File: src/rtl/algo_1r3w_rdresp_mon.sv
// ---------------------------------------------------------------------------
// algo_1r3w_rdresp_mon
//
// Read-response monitor and error logger for the 1R3W multi-bank memory
// algorithm. It tracks every accepted read through an RD_DELAY-deep pipe and
// flags any response that does not arrive exactly RD_DELAY cycles later. It
// counts single/double ECC events with saturating counters and latches the
// first failing address, upgrading it once if a later double error occurs.
//
// Optional feature macro: ALGO_1R3W_RDMON_PADR_EN
//   defined   -> the physical address of the latched error is captured
//   undefined -> first_err_padr is tied to 0
//
// Ports:
//   clk            in   single clock, rising edge
//   rst            in   synchronous active-high reset
//   ready          in   algorithm ready; reads while low are not tracked
//   read           in   read issued to the algorithm
//   rd_adr         in   logical address of the issued read
//   rd_vld         in   read data valid from the algorithm
//   rd_serr        in   single-bit (corrected) error, qualified by rd_vld
//   rd_derr        in   uncorrectable error, qualified by rd_vld
//   rd_padr        in   physical address of the returning read
//   clr            in   clear counters, first-error latch and proto_err
//   serr_irq_en    in   include single-bit errors in irq
//   serr_cnt       out  saturating single-error count
//   derr_cnt       out  saturating double-error count
//   first_err_vld  out  first-error latch holds an entry
//   first_err_dbl  out  latched entry is a double error
//   first_err_adr  out  logical address of the latched entry
//   first_err_padr out  physical address of the latched entry
//   proto_err      out  sticky latency/protocol violation
//   irq            out  level interrupt
// ---------------------------------------------------------------------------
module algo_1r3w_rdresp_mon #(
    parameter int BITADDR  = 13,
    parameter int BITPADR  = 16,
    parameter int RD_DELAY = 3,
    parameter int CNTW     = 16
) (
    input  logic               clk,
    input  logic               rst,
    input  logic               ready,
    input  logic               read,
    input  logic [BITADDR-1:0] rd_adr,
    input  logic               rd_vld,
    input  logic               rd_serr,
    input  logic               rd_derr,
    input  logic [BITPADR-1:0] rd_padr,
    input  logic               clr,
    input  logic               serr_irq_en,
    output logic [CNTW-1:0]    serr_cnt,
    output logic [CNTW-1:0]    derr_cnt,
    output logic               first_err_vld,
    output logic               first_err_dbl,
    output logic [BITADDR-1:0] first_err_adr,
    output logic [BITPADR-1:0] first_err_padr,
    output logic               proto_err,
    output logic               irq
);

    typedef enum logic [1:0] {
        IDLE  = 2'd0,
        SHELD = 2'd1,
        DHELD = 2'd2
    } state_t;

    localparam logic [CNTW-1:0] CNT_MAX = '1;

    state_t             state;
    state_t             base_state;
    state_t             next_state;
    logic               cap;
    logic               en_q;

    logic [RD_DELAY-1:0] vld_pipe;
    logic [BITADDR-1:0]  adr_pipe [RD_DELAY];

    logic               exp_vld;
    logic [BITADDR-1:0] exp_adr;
    logic               serr_ev;
    logic               derr_ev;

    assign exp_vld = vld_pipe[RD_DELAY-1];
    assign exp_adr = adr_pipe[RD_DELAY-1];

    // Double error wins when both flags are set; nothing counts without rd_vld.
    assign serr_ev = rd_vld & rd_serr & ~rd_derr;
    assign derr_ev = rd_vld & rd_derr;

    // NOTE: the address pipe carries data only; its valid bits decide whether
    // an entry means anything, so it needs no reset and stays a plain shifter.
    always_ff @(posedge clk) begin
        adr_pipe[0] <= rd_adr;
        for (int i = 1; i < RD_DELAY; i++) begin
            adr_pipe[i] <= adr_pipe[i-1];
        end
    end

    // A same-cycle clr is applied first, so the event is evaluated from IDLE.
    // NOTE: every combinational output gets a default before the case so no
    // path leaves it unassigned and no latch is inferred.
    always_comb begin
        base_state = clr ? IDLE : state;
        next_state = base_state;
        cap        = 1'b0;
        case (base_state)
            IDLE: begin
                if (derr_ev) begin
                    next_state = DHELD;
                    cap        = 1'b1;
                end else if (serr_ev) begin
                    next_state = SHELD;
                    cap        = 1'b1;
                end
            end
            SHELD: begin
                if (derr_ev) begin
                    next_state = DHELD;
                    cap        = 1'b1;
                end
            end
            default: ;
        endcase
    end

    // NOTE: all state updates use non-blocking assignments so every register
    // samples the pre-edge values regardless of statement order.
    always_ff @(posedge clk) begin
        if (rst) begin
            vld_pipe      <= '0;
            state         <= IDLE;
            serr_cnt      <= '0;
            derr_cnt      <= '0;
            first_err_adr <= '0;
            proto_err     <= 1'b0;
            en_q          <= 1'b0;
        end else begin
            vld_pipe <= {vld_pipe, read & ready};
            state    <= next_state;
            en_q     <= serr_irq_en;

            if (clr) begin
                serr_cnt <= {{(CNTW-1){1'b0}}, serr_ev};
                derr_cnt <= {{(CNTW-1){1'b0}}, derr_ev};
            end else begin
                if (serr_ev && serr_cnt != CNT_MAX) serr_cnt <= serr_cnt + 1'b1;
                if (derr_ev && derr_cnt != CNT_MAX) derr_cnt <= derr_cnt + 1'b1;
            end

            // Without a tracked read there is no logical address to report.
            if (cap)      first_err_adr <= exp_vld ? exp_adr : '0;
            else if (clr) first_err_adr <= '0;

            proto_err <= (proto_err & ~clr) | (rd_vld ^ exp_vld);
        end
    end

`ifdef ALGO_1R3W_RDMON_PADR_EN
    always_ff @(posedge clk) begin
        if (rst)      first_err_padr <= '0;
        else if (cap) first_err_padr <= rd_padr;
        else if (clr) first_err_padr <= '0;
    end
`else
    logic unused_padr;
    assign unused_padr    = ^rd_padr;
    assign first_err_padr = '0;
`endif

    assign first_err_vld = (state != IDLE);
    assign first_err_dbl = (state == DHELD);
    assign irq           = (state == DHELD) | ((state == SHELD) & en_q);

endmodule

File: config.mk
export PLATFORM = sky130hd
export DESIGN_NAME = algo_1r3w_rdresp_mon
export DESIGN_NICKNAME = d
export VERILOG_FILES = /design/src/rtl/algo_1r3w_rdresp_mon.sv
export SDC_FILE = /design/constraint.sdc
export NUM_CORES = 1
export LEC_CHECK = 0
export ABC_AREA = 1
export CORE_ASPECT_RATIO = 0.7
export CORE_MARGIN = 8
export CORE_UTILIZATION = 40
export DETAILED_ROUTE_END_ITERATION = 8
export GPL_ROUTABILITY_DRIVEN = 0
export HOLD_SLACK_MARGIN = 0.06
export PLACE_DENSITY = 0.72
export SKIP_CTS_REPAIR_TIMING = 1
export SLEW_MARGIN = 10
export SYNTH_ARGS = -nofsm -noshare
export SYNTH_HDL_FRONTEND = slang
export SYNTH_SLANG_ARGS = --single-unit
File: constraint.sdc
create_clock -name clk -period 2 [get_ports clk]
set_clock_uncertainty 0.05 [all_clocks]
set_input_delay 0.6 -clock clk [delete_from_list [all_inputs] [get_ports clk]]
set_output_delay 0.6 -clock clk [all_outputs]
set_load 0.05 [all_outputs]
==> impl_metrics.json <==
{
  "power_frac_clock": 0.430,
  "path_clk_slew_ns": 0.07,
  "synth.area.mux_share": 0,
  "finalPower_w": 0.00386,
  "wirelength_mm": 7.89,
  "grt_pass1_wl_mm": 12.9,
  "dr.first_iter.drc_count": 144,
  "timing_worst_setup_path_type": "flop to primary output",
  "power.internal_w": 0.00287,
  "power.net_switching_w": 0.000991,
  "start_util": 0.407,
  "routed_via_density": 4.46,
  "clockRootBuffer": "clkbuf_16",
  "final_max_slew_viol_count": 0,
  "finalHoldViolCount": 0,
  "yosys_warnings": 0,
  "synth_enable_flop_cells": 0,
  "rows": 29,
  "detailroute.via_count": 3039,
  "die_w_um": 130,
  "finalCritPeriodShare": 0.947,
  "path_max_fanout": 4,
  "yosys.area.top_type": "dfxtp_1",
  "cts-root-to-sink-buffers": 2,
  "antenna_cells": 0,
  "worstSetupStartpointType": "flop",
  "post_synth.cell_area_avg_um2": 7.84,
  "worstSetupEndpointType": "primary output",
  "post_synth_num_cell_types": 30,
  "netlist_area_um2": 3630,
  "timing.final.crit_period_ns": 1.89,
  "synth-main-ff-cell": "dfxtp_1",
  "drtAntennaViolNets": 0,
  "detailedRoute.firstPassIterationCount": 4,
  "async_reset_ff_frac": 0,
  "final_nets": 593,
  "share_comb_of_total_power": 0.083,
  "ys_top_cells_by_area": "dfxtp_1 (50%), nand2_1 (13%), nor2_1 (5.4%)",
  "max_slew_margin": 0.645,
  "cts-htree-levels": 3,
  "route.detailed.wl_per_inst_um": 11.6,
  "fp.dieArea_um2": 12400,
  "synth_compound_gate_area_share": 0.0703,
  "ys_seq_area_frac": 0.502,
  "timing.max_cap.violations": 0,
  "hp-class": "flop to flop",
  "grt_setup_unrepaired": "false",
  "outcome": "completed",
  "groute.usage.overall": 0.131,
  "nFillCells": 843,
  "die_y_um": 95.7,
  "number_of_endpoints_failing_setup_at_the_final_stage": 0,
  "ir_worst_vdd_uv": 911,
  "syn-instance-count": 463,
  "synth.ff_latch_count": 91,
  "cts_tree": "done",
  "power_density_nw_per_um2": 796,
  "post_synth_xor_area_fraction": 0.0338,
  "area_share_of_fa_ha_maj_cells_after_synthesis": 0.00689,
  "switching_share": 0.257,
  "drive_gt1_frac": 0.190,
  "grt_max_degree": 22,
  "final_cell_count_no_fill": 682,
  "share_seq_of_total_power": 0.487,
  "share_of_the_synthesized_area_in_the_top_cell_type": 0.502,
  "tritoncts_sinks": 91,
  "synth_simple_gate_area_frac": 0.281,
  "grt_pass1_vias": 2843,
  "drt_drc_violations_left": 0,
  "insertion_delay_ns": 0.34,
  "grt_remaining_overflow": 0,
  "leakagePower_nw": 2.07,
  "port_buffers": 70,
  "dpl.cell_count": 666,
  "sum_of_net_half_perimeters_after_detailed_placement_mm": 6.05,
  "cts_made_buffers": 9,
  "combinational_family_with_the_most_area_after_synthesis": "simple AND/OR/NAND/NOR gates",
  "layout-area-overhead-vs-synth_pct": 33.5,
  "core_um2": 8930,
  "timing.critical_path.required_ns": 1.35,
  "io_pins": 103,
  "tightest_slew_ns": 0.532,
  "maxClockFrequency_ghz": 0.528,
  "number_of_antenna_violations_at_the_first_check_in_global_routing": 0,
  "worst_ep_arrival_ns": 1.24
}
-- cell usage after synthesis (all sizes together), types with 2 or more instances --
cell and number:
a21oi 39, inv 44, dfxtp 91, buf 25, xor2 7, xnor2 7, nand2 130, o21ai 6
nor2 59, clkbuf 3, nand3 38, ha 2, nand4 7
-- cell families after synthesis --
kind of cell / Yosys count
AND/OR/NAND/NOR: 235
flip-flops: 91
other: 1
buffers and inverters: 73
AO/OA/AOI/OAI: 47
XOR/XNOR: 14
adder cells (fa/ha/maj): 2
-- stage by stage --
| step | util | setup slack (ns) | TNS (ns) | instance area (um2) | hold slack [ns] |
|---|---|---|---|---|---|
| floorplan | - | 0.0818 | 0 | 3690 | 0.260 |
| global placement | 0.510 | -0.0943 | -1.23 | 4550 | 0.260 |
| detailed placement | 0.510 | -0.156 | -2.33 | 4550 | 0.262 |
| CTS | 0.543 | 0.0737 | 0 | 4850 | 0.279 |
| global route | 0.543 | 0.0472 | 0 | 4850 | 0.283 |
| finish | 0.543 | 0.105 | 0 | 4850 | 0.278 |
-- cells in the final DEF, fill, tap and decap left out --
cell,instances
clkinv_1,1
xnor2_1,7
inv_1,42
nand3b_1,1
ha_1,2
nand2_2,2
inv_8,3
clkinvlp_4,1
inv_2,2
xor2_1,7
nor2_2,3
nand3_2,1
o21ai_2,1
inv_6,1
nand4_1,7
buf_12,14
o21ai_0,4
nand3_1,37
buf_4,57
clkinv_8,1
a21oi_1,37
o21ai_1,1
nand2_1,125
nor2_4,4
clkdlybuf4s50_1,21
conb_1,16
clkinv_4,1
a21oi_2,2
clkbuf_16,9
a31oi_1,1
dfxtp_1,91
nor2_1,52
o211ai_2,1
nand2_4,3
-- per-layer routing --
layer | vias to the layer above | GRT usage | wire length (um)
met2 | 69 | 0.217 | 3670
met4 | 0 | 0.0577 | 131
met3 | 13 | 0.0481 | 562
met5 | - | 0 | 0
li1 | 1608 | - | -
met1 | 1349 | 0.150 | 3530
-- flip-flops by register name, summed over array words and instances, names as in the netlist --
name / flops
adr_pipe: 39
derr_cnt: 16
serr_cnt: 16
first_err_adr: 13
vld_pipe: 3
state: 2
en_q: 1
proto_err: 1
-- power by group through the flow --
stage	clock network, W	registers (W)	logic (W)
2_1_floorplan	0	0.00194	0.000195
3_3_place_gp	0	0.00192	0.000315
3_5_place_dp	0	0.00192	0.000319
4_1_cts	0.00171	0.00188	0.000320
5_1_grt	0.00180	0.00188	0.000341
6_report	0.00166	0.00188	0.000319
-- worst max-delay path, stage by stage, from the launching register on --
cell and delay, ns:
dfxtp_1 0.40, inv_1 0.10, o21ai_1 0.22, buf_12 0.17
-- final timing paths --
kind	from	to	slack (ns)	cells past startpoint
setup reg to reg	serr_cnt[2]	serr_cnt[2]	0.29	6
setup / recovery	state[1]	irq	0.11	3
hold / removal	adr_pipe[0][13]	adr_pipe[0][26]	0.28	0
hold reg to reg	adr_pipe[0][13]	adr_pipe[0][26]	0.28	0
-- cell type report --
| cell class | count | area, um2 | share of cell area |
|---|---|---|---|
| well taps | 124 | 155 | 0.0320 |
| flip-flops and latches | 91 | 1820 | 0.376 |
| repair buffers | 92 | 918 | 0.189 |
| multi-input cells | 314 | 1480 | 0.306 |
| clock inverters | 7 | 75.1 | 0.0155 |
| clock buffers | 9 | 225 | 0.0465 |
| inverters | 45 | 169 | 0.0348 |
No activity file was read; power rests on OpenSTA's default activity.
